==> src/rtl/ddr3_ctrl_out_lane_pf.sv <==
// rtl/ddr3_ctrl_out_lane_pf.sv - DDR3 control output lanes with shared IOD delay tap sequencer
// Optional: DDR3_CTRL_TAP_READBACK_EN adds CUR_TAP_O (registered per-lane tap readback).
module ddr3_ctrl_out_lane_pf #(
    parameter int NUM_LANES  = 2,
    parameter int LANE_W     = 1,
    parameter int TAP_W      = 8,
    parameter int MAX_TAP    = 127,
    parameter int SETTLE_CYC = 3
) (
    input  logic                       FAB_CLK,
    input  logic                       ARST,
    input  logic [4*NUM_LANES-1:0]     CMD_DATA,
    input  logic [NUM_LANES-1:0]       CMD_OE_EN,
    output logic [4*NUM_LANES-1:0]     TX_DATA_O,
    output logic [4*NUM_LANES-1:0]     OE_DATA_O,
    input  logic                       TAP_REQ_VALID,
    output logic                       TAP_REQ_READY,
    input  logic [LANE_W-1:0]          TAP_REQ_LANE,
    input  logic [TAP_W-1:0]           TAP_REQ_VAL,
    input  logic                       TAP_REQ_LOAD,
    output logic                       TAP_DONE,
    output logic                       TAP_ERR,
    output logic [NUM_LANES-1:0]       DELAY_LINE_MOVE_O,
    output logic [NUM_LANES-1:0]       DELAY_LINE_DIRECTION_O,
    output logic [NUM_LANES-1:0]       DELAY_LINE_LOAD_O,
    input  logic [NUM_LANES-1:0]       DELAY_LINE_OUT_OF_RANGE_I
`ifdef DDR3_CTRL_TAP_READBACK_EN
    ,
    output logic [TAP_W*NUM_LANES-1:0] CUR_TAP_O
`endif
);

    typedef enum logic [2:0] {
        S_IDLE,
        S_CHECK,
        S_LOAD,
        S_STEP,
        S_SETTLE,
        S_DONE
    } state_t;

    state_t             state_q, state_d;
    logic [LANE_W-1:0]  lane_q, lane_d;
    logic [TAP_W-1:0]   val_q, val_d;
    logic               load_q, load_d;
    logic               dir_q, dir_d;
    logic               err_q, err_d;
    logic               from_load_q, from_load_d;
    logic [3:0]         cnt_q, cnt_d;
    logic [TAP_W-1:0]   cur_tap_q [NUM_LANES];
    logic [TAP_W-1:0]   cur_tap_d [NUM_LANES];
    logic [4*NUM_LANES-1:0] tx_q, oe_q;

    logic [TAP_W-1:0]   cur_sel;
    logic               oor_sel;
    logic [TAP_W-1:0]   new_tap;
    logic               req_bad;

    // Data path is independent of the sequencer
    always_ff @(posedge FAB_CLK or posedge ARST) begin
        if (ARST) begin
            tx_q <= '0;
            oe_q <= '0;
        end else begin
            tx_q <= CMD_DATA;
            for (int i = 0; i < NUM_LANES; i++) begin
                oe_q[4*i +: 4] <= {4{CMD_OE_EN[i]}};
            end
        end
    end

    assign TX_DATA_O = tx_q;
    assign OE_DATA_O = oe_q;

    always_comb begin
        cur_sel = '0;
        oor_sel = 1'b0;
        for (int i = 0; i < NUM_LANES; i++) begin
            if (lane_q == LANE_W'(i)) begin
                cur_sel = cur_tap_q[i];
                oor_sel = DELAY_LINE_OUT_OF_RANGE_I[i];
            end
        end
    end

    assign req_bad = (int'(lane_q) >= NUM_LANES) || (int'(val_q) > MAX_TAP);

    // After a LOAD the settle only confirms tap 0; no step is counted
    assign new_tap = from_load_q ? cur_sel :
                     dir_q       ? cur_sel + TAP_W'(1) : cur_sel - TAP_W'(1);

    always_ff @(posedge FAB_CLK or posedge ARST) begin
        if (ARST) begin
            state_q     <= S_IDLE;
            lane_q      <= '0;
            val_q       <= '0;
            load_q      <= 1'b0;
            dir_q       <= 1'b0;
            err_q       <= 1'b0;
            from_load_q <= 1'b0;
            cnt_q       <= '0;
            for (int i = 0; i < NUM_LANES; i++) begin
                cur_tap_q[i] <= '0;
            end
        end else begin
            state_q     <= state_d;
            lane_q      <= lane_d;
            val_q       <= val_d;
            load_q      <= load_d;
            dir_q       <= dir_d;
            err_q       <= err_d;
            from_load_q <= from_load_d;
            cnt_q       <= cnt_d;
            for (int i = 0; i < NUM_LANES; i++) begin
                cur_tap_q[i] <= cur_tap_d[i];
            end
        end
    end

    always_comb begin
        state_d     = state_q;
        lane_d      = lane_q;
        val_d       = val_q;
        load_d      = load_q;
        dir_d       = dir_q;
        err_d       = err_q;
        from_load_d = from_load_q;
        cnt_d       = cnt_q;
        for (int i = 0; i < NUM_LANES; i++) begin
            cur_tap_d[i] = cur_tap_q[i];
        end
        case (state_q)
            S_IDLE: begin
                if (TAP_REQ_VALID) begin
                    lane_d  = TAP_REQ_LANE;
                    val_d   = TAP_REQ_VAL;
                    load_d  = TAP_REQ_LOAD;
                    err_d   = 1'b0;
                    state_d = S_CHECK;
                end
            end
            S_CHECK: begin
                if (req_bad) begin
                    err_d   = 1'b1;
                    state_d = S_DONE;
                end else if (load_q) begin
                    state_d = S_LOAD;
                end else if (val_q == cur_sel) begin
                    state_d = S_DONE;
                end else begin
                    dir_d   = (val_q > cur_sel);
                    state_d = S_STEP;
                end
            end
            S_LOAD: begin
                for (int i = 0; i < NUM_LANES; i++) begin
                    if (lane_q == LANE_W'(i)) cur_tap_d[i] = '0;
                end
                from_load_d = 1'b1;
                dir_d       = 1'b1;
                cnt_d       = '0;
                state_d     = S_SETTLE;
            end
            S_STEP: begin
                from_load_d = 1'b0;
                cnt_d       = '0;
                state_d     = S_SETTLE;
            end
            S_SETTLE: begin
                if (cnt_q == 4'(SETTLE_CYC - 1)) begin
                    if (oor_sel) begin
                        err_d   = 1'b1;
                        state_d = S_DONE;
                    end else begin
                        for (int i = 0; i < NUM_LANES; i++) begin
                            if (lane_q == LANE_W'(i)) cur_tap_d[i] = new_tap;
                        end
                        state_d = (new_tap == val_q) ? S_DONE : S_STEP;
                    end
                end else begin
                    cnt_d = cnt_q + 4'd1;
                end
            end
            S_DONE: begin
                state_d = S_IDLE;
            end
            default: begin
                state_d = S_IDLE;
            end
        endcase
    end

    // Pulses decode straight from state so an async reset drops them at once
    always_comb begin
        TAP_REQ_READY          = (state_q == S_IDLE);
        TAP_DONE               = (state_q == S_DONE);
        TAP_ERR                = (state_q == S_DONE) && err_q;
        DELAY_LINE_MOVE_O      = '0;
        DELAY_LINE_LOAD_O      = '0;
        DELAY_LINE_DIRECTION_O = '0;
        for (int i = 0; i < NUM_LANES; i++) begin
            if (lane_q == LANE_W'(i)) begin
                DELAY_LINE_MOVE_O[i]      = (state_q == S_STEP);
                DELAY_LINE_LOAD_O[i]      = (state_q == S_LOAD);
                DELAY_LINE_DIRECTION_O[i] = dir_q &&
                    ((state_q == S_STEP) || (state_q == S_SETTLE && !from_load_q));
            end
        end
    end

`ifdef DDR3_CTRL_TAP_READBACK_EN
    for (genvar g = 0; g < NUM_LANES; g++) begin : g_readback
        assign CUR_TAP_O[TAP_W*g +: TAP_W] = cur_tap_q[g];
    end
`endif

endmodule

==> config.mk <==
export PLATFORM = sky130hd
export DESIGN_NAME = ddr3_ctrl_out_lane_pf
export DESIGN_NICKNAME = d
export VERILOG_FILES = /design/src/rtl/ddr3_ctrl_out_lane_pf.sv
export SDC_FILE = /design/constraint.sdc
export NUM_CORES = 1
export LEC_CHECK = 0
export BUFFER_PORTS_ARGS = -buffer_cell sky130_fd_sc_hd__buf_2
export CAP_MARGIN = 20
export CORE_UTILIZATION = 63
export CTS_BUF_LIST = sky130_fd_sc_hd__clkbuf_4
export CTS_CLUSTER_SIZE = 28
export DETAILED_ROUTE_END_ITERATION = 10
export GPL_ROUTABILITY_DRIVEN = 0
export HOLD_SLACK_MARGIN = 0.06
export PLACE_DENSITY = 0.89
export SLEW_MARGIN = 0
export SYNTH_ARGS = -nofsm -noshare
export SYNTH_HDL_FRONTEND = slang
export SYNTH_SLANG_ARGS = --single-unit
export TNS_END_PERCENT = 30
==> constraint.sdc <==
create_clock -name FAB_CLK -period 5.1 [get_ports FAB_CLK]
set_input_delay 1.02 -clock FAB_CLK [delete_from_list [all_inputs] [get_ports FAB_CLK]]
set_output_delay 1.02 -clock FAB_CLK [all_outputs]
set_load 0.05 [all_outputs]
==> metrics.txt, run 1 <==
# TYPE chip_impl_metric gauge
chip_impl_info{name="worstPathCellList",value="mux2i_1 > inv_1 > ha_1 > and3_1 > a221oi_1 > mux2_2 > a221oi_1 > nor4_2 > a31o_1"} 1
chip_impl_metric{name="timing_max_transition_violations_final",unit=""} 0
chip_impl_metric{name="ff2ff_setup_slack",unit="ps"} 1670
chip_impl_metric{name="fin_hold_ws",unit="ps"} 520
chip_impl_metric{name="power_density",unit="nW/um^2"} 655
chip_impl_metric{name="core-area",unit="sq um"} 4350
chip_impl_metric{name="drt-pass1-iter-count",unit=""} 4
chip_impl_metric{name="num_vias",unit=""} 2268
chip_impl_info{name="clockRootBuffer",value="sky130_fd_sc_hd__clkbuf_4"} 1
chip_impl_metric{name="reg2reg_depth",unit=""} 9
chip_impl_metric{name="synth_sequential_area_ratio",unit=""} 0.403
chip_impl_info{name="critical_path.reg2reg.endpoint",value="state_q[2]"} 1
chip_impl_metric{name="timing_hold_violations_final",unit=""} 0
chip_impl_metric{name="final_layout_net_count",unit=""} 364
chip_impl_metric{name="synth_cell_type_count",unit=""} 56
chip_impl_metric{name="stdcell_area",unit="sq um"} 3150
chip_impl_metric{name="global_route.overflow_total",unit=""} 0
chip_impl_metric{name="worst_slew_margin_rel",unit=""} 0.375
chip_impl_metric{name="skew",unit="ps"} 11.9
chip_impl_metric{name="detailed_place.area",unit="sq um"} 3070
chip_impl_metric{name="postSynthNetCount",unit=""} 325
chip_impl_metric{name="synthCells",unit=""} 283
chip_impl_metric{name="grt_max_degree",unit=""} 47
chip_impl_metric{name="drt-wirelength-per-cell",unit="um"} 15.9
chip_impl_info{name="critical-path-top-cell-by-count",value="sky130_fd_sc_hd__a221oi_1"} 1
chip_impl_metric{name="area_growth",unit="%"} 10.5
chip_impl_metric{name="drive_above_1_share",unit=""} 0.285
chip_impl_metric{name="cts_inserted_buffers",unit=""} 5
chip_impl_info{name="setup_repair_after_global_routing_missed_its_margin",value="no"} 1
chip_impl_info{name="result_of_the_run",value="complete, no violations"} 1
chip_impl_info{name="hold_path_class",value="reg2reg"} 1
chip_impl_info{name="synthTopCellsByCount",value="sky130_fd_sc_hd__dfrtp_1, sky130_fd_sc_hd__mux2_2, sky130_fd_sc_hd__nor2_1"} 1
chip_impl_metric{name="ys_seq_elements",unit=""} 46
chip_impl_metric{name="cts.sinks",unit=""} 46
chip_impl_metric{name="worstMarginPinSlew",unit="ps"} 935
chip_impl_metric{name="final_cycle_utilization_of_the_critical_path",unit=""} 0.673
chip_impl_info{name="holdPathEnd",value="cur_tap_q[4]"} 1
chip_impl_metric{name="synth_top_area_frac",unit=""} 0.403
chip_impl_metric{name="row_count",unit=""} 24
chip_impl_metric{name="cts-hold-fix-buffers",unit=""} 0
chip_impl_metric{name="io_pins",unit=""} 50
chip_impl_metric{name="die-area",unit="sq um"} 4800
chip_impl_metric{name="detailedPlacementHpwl",unit="um"} 4410
chip_impl_metric{name="final_antenna_net_count",unit=""} 0
chip_impl_metric{name="grt_pass1_wl",unit="um"} 10300
chip_impl_metric{name="maxCapViolations",unit=""} 0
chip_impl_metric{name="worst_hold_path.num_cells",unit=""} 1
chip_impl_metric{name="finalCriticalPeriod",unit="ps"} 3430
chip_impl_metric{name="synth-edff-count",unit=""} 0
chip_impl_metric{name="synthArstFlopShare",unit=""} 1.00
chip_impl_metric{name="die_x",unit="um"} 69.3
chip_impl_metric{name="syn-mean-instance-area",unit="sq um"} 10.1
chip_impl_metric{name="worstSkewPairLatency",unit="ps"} 370
chip_impl_info{name="worstSetupStartpointType",value="flip-flop"} 1
chip_impl_metric{name="die_height",unit="um"} 69.3
chip_impl_metric{name="finalWirelength",unit="um"} 5970
chip_impl_metric{name="grt_pass1_vias",unit=""} 2278
chip_impl_metric{name="cts_buffer_depth",unit=""} 2
chip_impl_info{name="timing.critical_path.max_delay_family",value="compound AO/OA/AOI/OAI gates"} 1
chip_impl_metric{name="synthesis.area",unit="sq um"} 2850
chip_impl_info{name="cts_tree",value="yes"} 1
chip_impl_info{name="ys.flop_type",value="sky130_fd_sc_hd__dfrtp_1"} 1
chip_impl_metric{name="finish.cell_count_without_fillers",unit=""} 375
chip_impl_metric{name="floorplan.initialDensity",unit=""} 0.655
chip_impl_info{name="ys_top_cells_by_area",value="sky130_fd_sc_hd__dfrtp_1, sky130_fd_sc_hd__mux2_2, sky130_fd_sc_hd__ha_1"} 1
chip_impl_info{name="slowest_stage_cell_cp",value="sky130_fd_sc_hd__dfrtp_1"} 1
chip_impl_metric{name="fmax",unit="MHz"} 291
chip_impl_metric{name="initial_antenna_violation_count",unit=""} 0
chip_impl_metric{name="path_max_fanout",unit=""} 14
chip_impl_metric{name="cp_slowest_stage_delay",unit="ps"} 830
chip_impl_metric{name="cp_data_required_time",unit="ps"} 5370
chip_impl_metric{name="number_of_gates_given_a_new_drive_strength_after_cts",unit=""} 0
chip_impl_info{name="hold_path_startpoint",value="cur_tap_q[4]"} 1
chip_impl_info{name="post-synth-top-count-cell",value="sky130_fd_sc_hd__dfrtp_1"} 1
chip_impl_info{name="worstSetupEndpointType",value="flip-flop"} 1
chip_impl_metric{name="routed_via_density",unit=""} 6.05
chip_impl_info{name="synthDominantAreaCellType",value="sky130_fd_sc_hd__dfrtp_1"} 1
chip_impl_metric{name="tns",unit="ps"} 0
chip_impl_info{name="critical_path_class",value="reg2reg"} 1
chip_impl_metric{name="static-leakage-power",unit="uW"} 0.00155
chip_impl_metric{name="dp_cells",unit=""} 367
chip_impl_metric{name="crit_path_dat",unit="ps"} 3700
chip_impl_metric{name="post-route-drc-count",unit=""} 0
chip_impl_metric{name="cts.repair_timing.setup_buffer_count",unit=""} 0
chip_impl_metric{name="cts.htree.levels",unit=""} 2
chip_impl_metric{name="antenna_cells",unit=""} 0
chip_impl_metric{name="cts_clock_pin_slew_for_the_worst_setup_and_hold_paths",unit="ps"} 150
chip_impl_metric{name="finalSetupViolations",unit=""} 0
chip_impl_metric{name="port_buffers",unit=""} 49
chip_impl_metric{name="vdd.ir_drop.worst",unit="mV"} 0.381
chip_impl_metric{name="drt-initial-drc-count",unit=""} 136
chip_impl_metric{name="grt_usage",unit=""} 0.269
chip_impl_metric{name="yosysWarningCount",unit=""} 0
chip_impl_info{name="launching_point_of_the_worst_reg2reg_path",value="lane_q"} 1
chip_impl_metric{name="cp_num_buf_inv",unit=""} 1
## state kept, by name, indices dropped and copies added (netlist names)
name / cells
OE_DATA_O: 2
TX_DATA_O: 8
cnt_q: 4
cur_tap_q: 16
dir_q: 1
err_q: 1
from_load_q: 1
lane_q: 1
load_q: 1
state_q: 3
val_q: 8
## layout make-up
cell class                 count  area, sq um
fill                         327         1200
clock inverter                 3         43.8
inverter                      15         56.3
sequential                    46         1150
tap                           52         65.1
timing repair buffer          50          253
multi-input combinational    204         1550
clock buffer                   5         37.5
## power breakdown
part | switching, uW | internal [uW] | total, uW
logic | 660 | 514 | 1170
clock network | 125 | 104 | 229
registers | 172 | 489 | 661
total | 957 | 1110 | 2060
## cells by family after synthesis
logic type / share of synthesized area
fa+ha+maj: 0.0772
mux: 0.143
buf+inv: 0.0548
simple gates: 0.158
xor+xnor: 0.0338
compound gates: 0.130
flops: 0.403
## layout by cell type (no fill, tap or decap), types with 3 or more instances in the layout
cell type	count
sky130_fd_sc_hd__nor3_1	5
sky130_fd_sc_hd__clkbuf_4	5
sky130_fd_sc_hd__a21oi_1	13
sky130_fd_sc_hd__nor3b_1	5
sky130_fd_sc_hd__xnor2_1	5
sky130_fd_sc_hd__dfrtp_1	46
sky130_fd_sc_hd__nand4_1	3
sky130_fd_sc_hd__nor2_1	23
sky130_fd_sc_hd__a21o_1	4
sky130_fd_sc_hd__nand2_1	15
sky130_fd_sc_hd__inv_1	14
sky130_fd_sc_hd__o21ai_0	14
sky130_fd_sc_hd__ha_1	16
sky130_fd_sc_hd__or3b_2	3
sky130_fd_sc_hd__xor2_1	6
sky130_fd_sc_hd__and2_1	3
sky130_fd_sc_hd__mux2_2	27
sky130_fd_sc_hd__buf_2	49
sky130_fd_sc_hd__a221oi_1	3
sky130_fd_sc_hd__o211ai_1	3
sky130_fd_sc_hd__nor2b_1	7
sky130_fd_sc_hd__nand3_1	3
sky130_fd_sc_hd__nand2b_1	3
sky130_fd_sc_hd__mux2i_1	9
## worst max path at each step
stage,from,end,slack (ps),depth (start not counted)
after global routing,lane_q,state_q[2],1510,9
after global placement,lane_q,state_q[2],1880,8
after floorplan,state_q[0],DELAY_LINE_DIRECTION_O[0],2130,5
final,lane_q,state_q[2],1670,9
after CTS,lane_q,cur_tap_q[15],1700,9
after detailed placement,lane_q,state_q[2],1720,9
## worst reg2reg max path, cell delays in order, from the launching register on
cell and delay (ps):
sky130_fd_sc_hd__dfrtp_1 830, sky130_fd_sc_hd__mux2i_1 420, sky130_fd_sc_hd__inv_1 80, sky130_fd_sc_hd__ha_1 360, sky130_fd_sc_hd__and3_1 220, sky130_fd_sc_hd__a221oi_1 430, sky130_fd_sc_hd__mux2_2 400, sky130_fd_sc_hd__a221oi_1 290
sky130_fd_sc_hd__nor4_2 90, sky130_fd_sc_hd__a31o_1 210
## per-stage QoR
stage	setup slack, ps	total power [uW]	util
2_1_floorplan	2130	1580	-
3_3_place_gp	1880	1760	0.705
3_5_place_dp	1720	1820	0.705
4_1_cts	1700	2060	0.724
5_1_grt	1510	2220	0.724
6_report	1670	2060	0.724
## routing by layer
layer	share of wire	vias up	track usage	wire length (um)
met2	0.50	75	0.453	2960
li1	-	1088	-	-
met4	0.013	0	0.107	75
met5	0	-	0	0
met1	0.43	1098	0.346	2600
met3	0.057	7	0.0465	342
Power figures use the tool's default switching activity.
==> inputs of run 2 (changes only) <==
Settings changed: CORE_UTILIZATION 63 to 52, PLACE_DENSITY 0.89 to 0.79.
Clock period 5.1 ns to 2.9 ns, I/O delays scaled along.
==> run 2 against run 1 <==
Against the previous run: via count is 0.75% higher; final cell count is 8.3% higher; flip-flop and latch count stayed put; fmax is 22% higher; critical path type unchanged; largest cell class unchanged; largest power group unchanged.
==> metrics.txt, run 2 (same netlist as run 1, synthesis figures left out) <==
# TYPE chip_impl_metric gauge
chip_impl_info{name="critical_path.reg2reg.endpoint",value="cur_tap_q[15]"} 1
chip_impl_metric{name="die_x",unit="um"} 76.1
chip_impl_info{name="slowest_stage_cell_cp",value="sky130_fd_sc_hd__or4_1"} 1
chip_impl_metric{name="cts_clock_pin_slew_for_the_worst_setup_and_hold_paths",unit="ps"} 160
chip_impl_metric{name="area_growth",unit="%"} 16.6
chip_impl_metric{name="num_vias",unit=""} 2285
chip_impl_metric{name="final_layout_net_count",unit=""} 377
chip_impl_metric{name="drive_above_1_share",unit=""} 0.330
chip_impl_metric{name="antenna_cells",unit=""} 0
chip_impl_metric{name="finalCriticalPeriod",unit="ps"} 2810
chip_impl_metric{name="finalSetupViolations",unit=""} 0
chip_impl_info{name="hold_path_class",value="in2reg"} 1
chip_impl_info{name="mostFrequentLayoutCells",value="sky130_fd_sc_hd__buf_2, sky130_fd_sc_hd__dfrtp_1, sky130_fd_sc_hd__mux2_2"} 1
chip_impl_metric{name="cp_data_required_time",unit="ps"} 3200
chip_impl_metric{name="timing_max_transition_violations_final",unit=""} 0
chip_impl_metric{name="largest_register_ffs",unit=""} 16
chip_impl_metric{name="die_height",unit="um"} 76.1
chip_impl_info{name="worstSetupEndpointType",value="flip-flop"} 1
chip_impl_metric{name="drt-initial-drc-count",unit=""} 115
chip_impl_metric{name="path_max_fanout",unit=""} 5
chip_impl_info{name="result_of_the_run",value="complete, no violations"} 1
chip_impl_metric{name="drt-pass1-iter-count",unit=""} 4
chip_impl_metric{name="globalRouteMet2Util",unit=""} 0.376
chip_impl_metric{name="pre_cts_setup_slack",unit="ps"} 37.7
chip_impl_metric{name="drt-wirelength-per-cell",unit="um"} 14.9
chip_impl_info{name="clockRootBuffer",value="sky130_fd_sc_hd__clkbuf_4"} 1
chip_impl_metric{name="worst_hold_path.num_cells",unit=""} 1
chip_impl_metric{name="grt_max_degree",unit=""} 29
chip_impl_metric{name="grt_util_met1",unit=""} 0.289
chip_impl_metric{name="maxCapViolations",unit=""} 0
chip_impl_metric{name="cp_slowest_stage_delay",unit="ps"} 450
chip_impl_metric{name="cts.sinks",unit=""} 46
chip_impl_info{name="regMostFlops",value="cur_tap_q"} 1
chip_impl_metric{name="power_density",unit="nW/um^2"} 1140
chip_impl_metric{name="skew",unit="ps"} 26.3
chip_impl_metric{name="finish.cell_count_without_fillers",unit=""} 406
chip_impl_metric{name="worst_slew_margin_rel",unit=""} 0.508
chip_impl_metric{name="fill_cells",unit=""} 423
chip_impl_metric{name="dp_cells",unit=""} 395
chip_impl_metric{name="die-area",unit="sq um"} 5790
chip_impl_metric{name="final_cycle_utilization_of_the_critical_path",unit=""} 0.969
chip_impl_metric{name="static-leakage-power",unit="uW"} 0.00161
chip_impl_metric{name="cts_inserted_buffers",unit=""} 5
chip_impl_metric{name="sequential_cell_area",unit="sq um"} 1150
chip_impl_metric{name="final_antenna_net_count",unit=""} 0
chip_impl_metric{name="post-route-drc-count",unit=""} 0
chip_impl_metric{name="initial_antenna_violation_count",unit=""} 0
chip_impl_metric{name="worstMarginPinSlew",unit="ps"} 737
chip_impl_metric{name="tns",unit="ps"} 0
chip_impl_metric{name="core-area",unit="sq um"} 5200
chip_impl_info{name="worstSetupStartpointType",value="flip-flop"} 1
chip_impl_info{name="holdPathEnd",value="TX_DATA_O[2]"} 1
chip_impl_metric{name="final_critical_path_setup_slack",unit="ps"} 88.8
chip_impl_metric{name="port_buffers",unit=""} 49
chip_impl_metric{name="io_pins",unit=""} 50
chip_impl_metric{name="post-route-util",unit=""} 0.639
chip_impl_metric{name="use_met3",unit=""} 0.0371
chip_impl_info{name="top_usage_layer",value="met2"} 1
chip_impl_metric{name="global_route.overflow_total",unit=""} 0
chip_impl_metric{name="grt_pass1_vias",unit=""} 2158
chip_impl_info{name="final_common_cell",value="sky130_fd_sc_hd__buf_2"} 1
chip_impl_info{name="hold_path_startpoint",value="CMD_DATA[2]"} 1
chip_impl_metric{name="finalWirelength",unit="um"} 6060
chip_impl_metric{name="ff2ff_setup_slack",unit="ps"} 90
chip_impl_metric{name="reg2reg_depth",unit=""} 8
chip_impl_metric{name="grt_usage",unit=""} 0.220
chip_impl_info{name="launching_point_of_the_worst_reg2reg_path",value="lane_q"} 1
chip_impl_info{name="critical_path_class",value="reg2reg"} 1
chip_impl_metric{name="crit_path_dat",unit="ps"} 3110
chip_impl_metric{name="detailedPlacementHpwl",unit="um"} 4720
chip_impl_metric{name="grt_pass1_wl",unit="um"} 10100
chip_impl_metric{name="cts.htree.levels",unit=""} 2
chip_impl_metric{name="timing_hold_violations_final",unit=""} 0
chip_impl_metric{name="fmax",unit="MHz"} 356
chip_impl_metric{name="cts_buffer_depth",unit=""} 2
chip_impl_info{name="timing.critical_path.max_delay_family",value="simple AND/OR/NAND/NOR gates"} 1
chip_impl_metric{name="cp_num_buf_inv",unit=""} 0
chip_impl_metric{name="floorplan.initialDensity",unit=""} 0.548
chip_impl_metric{name="vdd.ir_drop.worst",unit="mV"} 0.557
chip_impl_info{name="cts_tree",value="yes"} 1
chip_impl_info{name="worstPathCellList",value="mux2_2 > ha_1 > and3_1 > a22o_1 > a2111o_1 > and3_4 > or4_1 > o21ai_0"} 1
chip_impl_metric{name="routed_via_density",unit=""} 5.63
chip_impl_metric{name="multiInputGateArea",unit="sq um"} 1580
chip_impl_metric{name="row_count",unit=""} 26
chip_impl_metric{name="worstSkewPairLatency",unit="ps"} 360
chip_impl_metric{name="fin_hold_ws",unit="ps"} 312
chip_impl_info{name="setup_repair_after_global_routing_missed_its_margin",value="yes"} 1
[run 2: cell count changes in the layout (fill, tap and decap cells not counted), sizes merged]
cell / change
clkbuf: +1
clkinvlp: +1
inv: -1
buf: +11
dlygate4sd3: +1
[run 2: timing repair]
item                       4_1_cts  5_1_grt
setup endpoints to repair        1        5
hold buffers                     0        1
gates resized for setup          1        9
setup buffers                    0        0
pin swaps                        0        1
hold endpoints to repair         0        1
[run 2: layout make-up]
| cell class | instances | share of cell area |
|---|---|---|
| clock buffers | 5 | 0.0113 |
| clock inverters | 3 | 0.0147 |
| inverters | 15 | 0.0169 |
| multi-input cells | 204 | 0.474 |
| flip-flops and latches | 46 | 0.347 |
| well taps | 70 | 0.0263 |
| repair buffers | 63 | 0.110 |
[run 2: report_power, final]
part / internal [uW] / leakage (uW) / total (uW) / switching, uW
Combinational: 1010 / 0.000988 / 2280 / 1260
Sequential: 863 / 0.000580 / 1120 / 254
Clock: 187 / 0.0000433 / 404 / 217
[run 2: metrics by stage]
step	area [sq um]	power [uW]
6_report	3330	3800
5_1_grt	3330	4110
4_1_cts	3260	3740
3_5_place_dp	3170	3300
3_3_place_gp	3170	3210
2_1_floorplan	2860	2780
[run 2: metal layers]
metal / part of all wire / routed length [um] / up-vias
met5: 0 / 0 / -
met4: 0.0040 / 24 / 0
met3: 0.047 / 284 / 2
met2: 0.50 / 3050 / 65
met1: 0.44 / 2700 / 1104
li1: - / - / 1114
[run 2: how the worst max path moves through the flow]
stage	from	endpoint	slack [ps]	cells after the start
after floorplan	lane_q	cur_tap_q[15]	1	10
after CTS	lane_q	cur_tap_q[15]	40	8
after detailed placement	lane_q	state_q[2]	40	8
after global placement	lane_q	state_q[2]	90	8
after global routing	lane_q	state_q[1]	-20	9
final	lane_q	cur_tap_q[15]	90	8
